`config.mk`:
```
export PLATFORM = sky130hd
export DESIGN_NAME = hpdmc_mgmt_arb
export DESIGN_NICKNAME = d
export VERILOG_FILES = /design/src/rtl/hpdmc_mgmt_arb_pkg.sv /design/src/rtl/hpdmc_rr_pick.sv /design/src/rtl/hpdmc_mgmt_arb.sv
export SDC_FILE = /design/constraint.sdc
export NUM_CORES = 1
export LEC_CHECK = 0
export CORE_UTILIZATION = 33
export CTS_BUF_LIST = sky130_fd_sc_hd__clkbuf_8
export DETAILED_ROUTE_END_ITERATION = 10
export MAX_ROUTING_LAYER = met4
export PLACE_DENSITY = 0.83
export REMOVE_ABC_BUFFERS = 1
export SLEW_MARGIN = 5
export SYNTH_ARGS = -nofsm -noshare
export SYNTH_HDL_FRONTEND = slang
export SYNTH_SLANG_ARGS = --single-unit
```
`constraint.sdc`:
```
create_clock -name sys_clk -period 3.22 [get_ports sys_clk]
set_input_delay 0.322 -clock sys_clk [delete_from_list [all_inputs] [get_ports sys_clk]]
set_output_delay 0.322 -clock sys_clk [all_outputs]
set_load 0.01 [all_outputs]
```
`src/rtl/hpdmc_mgmt_arb_pkg.sv`:
```
`default_nettype none
// ============================================================================
//  hpdmc_mgmt_arb_pkg
//  Shared state encoding and address-width helper for the HPDMC management
//  command-port arbiter.
//  Revision: 1.0  initial release
// ============================================================================
package hpdmc_mgmt_arb_pkg;

    // Arbiter is either idle or has granted the port to one master.
    typedef enum logic {
        ARB_IDLE = 1'b0,
        ARB_OWN  = 1'b1
    } arb_state_t;

    // 32-bit word address width derived from the SDRAM byte-address depth.
    function automatic int calc_aw(input int depth);
        return depth - 2;
    endfunction

endpackage
`default_nettype wire

```
`src/rtl/hpdmc_rr_pick.sv`:
```
`default_nettype none
// ============================================================================
//  hpdmc_rr_pick
//  Combinational round-robin picker: first set bit of mask scanning upward
//  from start, wrapping modulo NREQ. found=0 when mask is empty.
//  Revision: 1.0  initial release
// ============================================================================
module hpdmc_rr_pick #(
    parameter int NREQ = 4,
    parameter int IDW  = 2
) (
    input  logic [NREQ-1:0] mask,
    input  logic [IDW-1:0]  start,
    output logic            found,
    output logic [IDW-1:0]  idx
);

    // Scan from the farthest candidate back to start so the nearest one wins.
    always_comb begin
        found = 1'b0;
        idx   = '0;
        for (int k = NREQ - 1; k >= 0; k--) begin
            if (mask[(int'(start) + k) % NREQ]) begin
                found = 1'b1;
                idx   = IDW'((int'(start) + k) % NREQ);
            end
        end
    end

endmodule
`default_nettype wire

```
`src/rtl/hpdmc_mgmt_arb.sv`:
```
`default_nettype none
// ============================================================================
//  hpdmc_mgmt_arb
//  Round-robin arbiter sharing the HPDMC management command port between
//  NREQ masters. A grant is held for up to MAX_HOLD acked commands so page-hit
//  streaks stay together; handoffs are registered.
//  Revision: 1.0  initial release
// ============================================================================
module hpdmc_mgmt_arb
    import hpdmc_mgmt_arb_pkg::*;
#(
    parameter int sdram_depth = 26,
    parameter int NREQ        = 4,
    parameter int IDW         = 2,
    parameter int MAX_HOLD    = 8
) (
    input  logic                             sys_clk,
    input  logic                             sys_rst_n,
    input  logic [NREQ-1:0]                  req_stb,
    input  logic [NREQ-1:0]                  req_we,
    input  logic [NREQ*calc_aw(sdram_depth)-1:0] req_address,
    output logic [NREQ-1:0]                  req_ack,
    output logic                             mgmt_stb,
    output logic                             mgmt_we,
    output logic [calc_aw(sdram_depth)-1:0]  mgmt_address,
    input  logic                             mgmt_ack,
    output logic [IDW-1:0]                   owner_id,
    output logic                             owner_valid
);

    localparam int AW = calc_aw(sdram_depth);
    localparam logic [3:0]     HOLD_LAST = 4'(MAX_HOLD - 1);
    localparam logic [IDW-1:0] ID_LAST   = IDW'(NREQ - 1);

    arb_state_t     state, state_n;
    logic [IDW-1:0] owner, owner_n;
    logic [IDW-1:0] last,  last_n;
    logic [3:0]     hold_cnt, hold_n;

    logic [IDW-1:0] idle_start, rel_start;
    logic           idle_found, rel_found;
    logic [IDW-1:0] idle_idx,   rel_idx;
    logic [NREQ-1:0] rel_mask;
    logic           owner_stb;
    logic           ack_ok;

    // Start points wrap NREQ-1 -> 0 even when NREQ is not a power of two.
    always_comb begin
        idle_start = (last  == ID_LAST) ? '0 : last  + 1'b1;
        rel_start  = (owner == ID_LAST) ? '0 : owner + 1'b1;
        rel_mask   = req_stb & ~(NREQ'(1) << owner);
    end

    hpdmc_rr_pick #(.NREQ(NREQ), .IDW(IDW)) u_pick_idle (
        .mask  (req_stb),
        .start (idle_start),
        .found (idle_found),
        .idx   (idle_idx)
    );

    hpdmc_rr_pick #(.NREQ(NREQ), .IDW(IDW)) u_pick_rel (
        .mask  (rel_mask),
        .start (rel_start),
        .found (rel_found),
        .idx   (rel_idx)
    );

    // Owner's request as seen by the port; an ack only counts while it is up.
    always_comb begin
        owner_stb = req_stb[owner];
        ack_ok    = mgmt_ack & owner_stb;
    end

    // State, owner, round-robin pointer and hold counter registers.
    always_ff @(posedge sys_clk or negedge sys_rst_n) begin
        if (!sys_rst_n) begin
            state    <= ARB_IDLE;
            owner    <= '0;
            last     <= ID_LAST;
            hold_cnt <= '0;
        end else begin
            state    <= state_n;
            owner    <= owner_n;
            last     <= last_n;
            hold_cnt <= hold_n;
        end
    end

    // Grant / release decisions; withdrawal outranks hold-limit expiry.
    always_comb begin
        state_n = state;
        owner_n = owner;
        last_n  = last;
        hold_n  = hold_cnt;
        case (state)
            ARB_IDLE: begin
                if (idle_found) begin
                    owner_n = idle_idx;
                    hold_n  = '0;
                    state_n = ARB_OWN;
                end
            end
            ARB_OWN: begin
                if (!owner_stb) begin
                    last_n = owner;
                    hold_n = '0;
                    if (rel_found) begin
                        owner_n = rel_idx;
                    end else begin
                        state_n = ARB_IDLE;
                    end
                end else if (ack_ok) begin
                    if (hold_cnt == HOLD_LAST) begin
                        last_n = owner;
                        hold_n = '0;
                        if (rel_found) begin
                            owner_n = rel_idx;
                        end
                    end else begin
                        hold_n = hold_cnt + 4'd1;
                    end
                end
            end
            default: state_n = ARB_IDLE;
        endcase
    end

    // Output mux from the owner and ack demux back to it; all zero when idle.
    always_comb begin
        owner_valid  = (state == ARB_OWN);
        owner_id     = owner_valid ? owner : '0;
        mgmt_stb     = owner_valid & owner_stb;
        mgmt_we      = owner_valid & req_we[owner];
        mgmt_address = owner_valid ? req_address[int'(owner)*AW +: AW] : '0;
        req_ack      = '0;
        req_ack[owner] = owner_valid & ack_ok;
    end

endmodule
`default_nettype wire

```
==> summary.txt <==
Status
  – Status: complete, no violations

Yosys
  – Synthesized netlist cell count: 153
  – Yosys top cell area share: 36.0%
  – Area leader, netlist: mux4_2
  – Ys async rst share: 100%
  – Largest cells by area after synthesis: mux4_2 (36%), and2_1 (11%), dfrtp_1 (11%)
  – Post-synth EDFFs: 0
  – Mapped Avg Cell Area: 10.6 um2
  – Synth unique cells: 47
  – Post-synth top cells: and2_1 (29), mux4_2 (26), a21oi_1 (7), dfrtp_1 (7), o21ai_0 (7)
  – Seq/Total Area, Yosys: 14.0%
  – Synth Register Bits: 9
  – Synth warn: 0
  – Ys flop type: dfrtp_1
  – Synthesized area: 1630 um2
  – Count leader, synth: and2_1

Placed design
  – Pre-CTS setup slack: 0.469 ns
  – Placed cells: 352
  – RePlAce Congestion: 0.886
  – Port buffer count: 139
  – Dpl hpwl: 5.53 mm

STA
  – Final worst setup slack: 0.476 ns
  – Max Slew Vio Count: 0
  – Fin crit share: 85.2%
  – RSZ-0062 raised after global routing: false
  – Final Setup Violations: 0
  – Worst Tran Pin Value: 0.476 ns
  – Worst slew margin: 68.3%
  – WHS: 0.387 ns
  – Setup TNS after final layout: 0 ns
  – Hold violation total from the final report: 0
  – Min cycle time layout: 2.74 ns
  – Max Clk Rate: 0.364 GHz
  – Clock Skews: 0.000820 ns

Setup path
  – Crit end category: primary output
  – Max Fanout on Critical Path: 11
  – CP Class: in2out
  – Worst Path Required: 2.90 ns
  – Critical Path AT: 2.42 ns
  – Startpoint types: primary input

Pwr
  – Switching portion of total power: 38.8%
  – P_sw: 0.889 mW
  – Sequential Power Share: 10.8%
  – Maximum VDD drop: 0.000453 V
  – P_int: 1.40 mW
  – Power per cell area: 737 nW/um2
  – Combinational Power Share: 83.6%
  – Clock Power Share: 5.6%
  – Leakage power: 1.16 nW

Global route
  – Vias in the first global route: 1896
  – Gr usage total: 26.1%
  – Largest net degree at the start of global routing: 25
  – First-pass GRT wire length: 9.89 mm
  – Total grt overflow: 0
  – Antenna violations before repair: 0

Clocking
  – Post-CTS resize count: 0
  – CTS tree: yes
  – Worst-skew pair later-pin latency: 0.23 ns
  – # Post-CTS Setup Buffers: 0
  – Bufs on Longest Clock Path: 2
  – Hold-fix buffers at CTS: 0
  – Num CTS Buffers: 3
  – CTS sink count: 9
  – H-tree depth: 1
  – Root buf cell: clkbuf_8
  – Worst-path clk slew: 0.04 ns

Final layout
  – Finished Core Util: 65.8%
  – Final nets: 403
  – Ant diodes: 0
  – Fin cells: 356
  – Layout cells sized above 1: 15.9%
  – Layout area overhead: 90.9%
  – Fill count: 398

Detailed routing
  – Routed wire per std cell: 18.1 um
  – Detail Route Antenna Nets: 0
  – Drt initial violations: 51
  – DRT Wirelength: 6.43 mm
  – Post-DR vias/cell: 5.37
  – Detailed-route via count: 1911
  – Number of detailed-route iterations in the first pass: 4
  – DRC: 0

Hold path
  – Hold Path Class: in2async

Floorplanning
  – Die Width: 72.2 um
  – Rows: 25
  – Initial core utilization: 34.5%
  – Die area: 5220 um2
  – Io pins: 140
  – Die Y: 72.2 um
  – Core Region: 4720 um2

Job
  – Max-cap violation count: 0
-- registers in the layout (all words and copies together) (netlist names) --
signal	cells
hold_cnt	4
last	2
owner	2
owner_valid	1
-- layout make-up --
cell class,count,area [um2],share of cell area (%)
timing repair buffer,144,1430,46.0
multi-input combinational,126,1300,41.8
sequential,9,229,7.37
tap,67,83.8,2.70
clock buffer,3,41.3,1.33
inverter,6,22.5,0.725
clock inverter,1,3.75,0.121
-- layer usage --
| layer | vias to the layer above | routed length [um] | track usage (%) | share of wire [%] |
|---|---|---|---|---|
| met2 | 89 | 3500 | 47.9 | 54 |
| li1 | 880 | - | - | - |
| met3 | 12 | 475 | 5.28 | 7.4 |
| met4 | 0 | 153 | 8.50 | 2.4 |
| met1 | 930 | 2310 | 27.9 | 36 |
| met5 | - | 0 | - | 0 |
-- placed cells by master (no fill, tap or decap), types with 6 or more instances in the layout --
cell             netlist  routed
dfrtp_1                7       6
ha_1                   6       6
a21oi_1                7       7
and2_1                29      29
mux4_2                26      26
clkdlybuf4s50_1        0     139
inv_1                  5       6
o21ai_0                7       7
-- worst max-delay path, cell delays in order --
cell and delay, ns:
clkdlybuf4s50_1 0.57, mux4_2 0.58, and3_1 0.28, and2_1 0.18, clkdlybuf4s50_1 0.48
-- power groups by stage --
stage | registers (mW) | logic (mW) | clock network [mW]
after floorplan | 0.331 | 0.996 | 0
after global placement | 0.247 | 1.89 | 0
after detailed placement | 0.248 | 1.92 | 0
after CTS | 0.248 | 1.93 | 0.131
after global routing | 0.261 | 2.06 | 0.141
final | 0.248 | 1.91 | 0.127
-- final timing paths --
kind	startpoint	end	slack, ns	cells past startpoint
hold / removal	sys_rst_n	owner_valid	0.39	1
max in group asynchronous	sys_rst_n	last[0]	2.52	1
hold reg to reg	hold_cnt[2]	hold_cnt[2]	0.53	1
min in group sys_clk	hold_cnt[2]	hold_cnt[2]	0.53	1
setup / recovery	req_stb[3]	req_ack[0]	0.48	5
setup reg to reg	owner[0]	owner[0]	0.74	8
-- metrics by stage --
step / power [mW] / area, um2
detailed placement: 2.17 / 3060
floorplan: 1.33 / 1550
CTS: 2.31 / 3110
global placement: 2.13 / 3060
global route: 2.47 / 3110
finish: 2.29 / 3110
-- logic make-up after synthesis --
| logic type | after synthesis | share of synthesized area, % |
|---|---|---|
| AND/OR/NAND/NOR | 58 | 21.6 |
| AO/OA/AOI/OAI | 32 | 14.5 |
| multiplexers | 30 | 39.0 |
| buffers and inverters | 18 | 6.30 |
| flip-flops | 9 | 14.0 |
| adder cells (fa/ha/maj) | 6 | 4.61 |
Note: power is estimated with default switching activity, not from simulation.
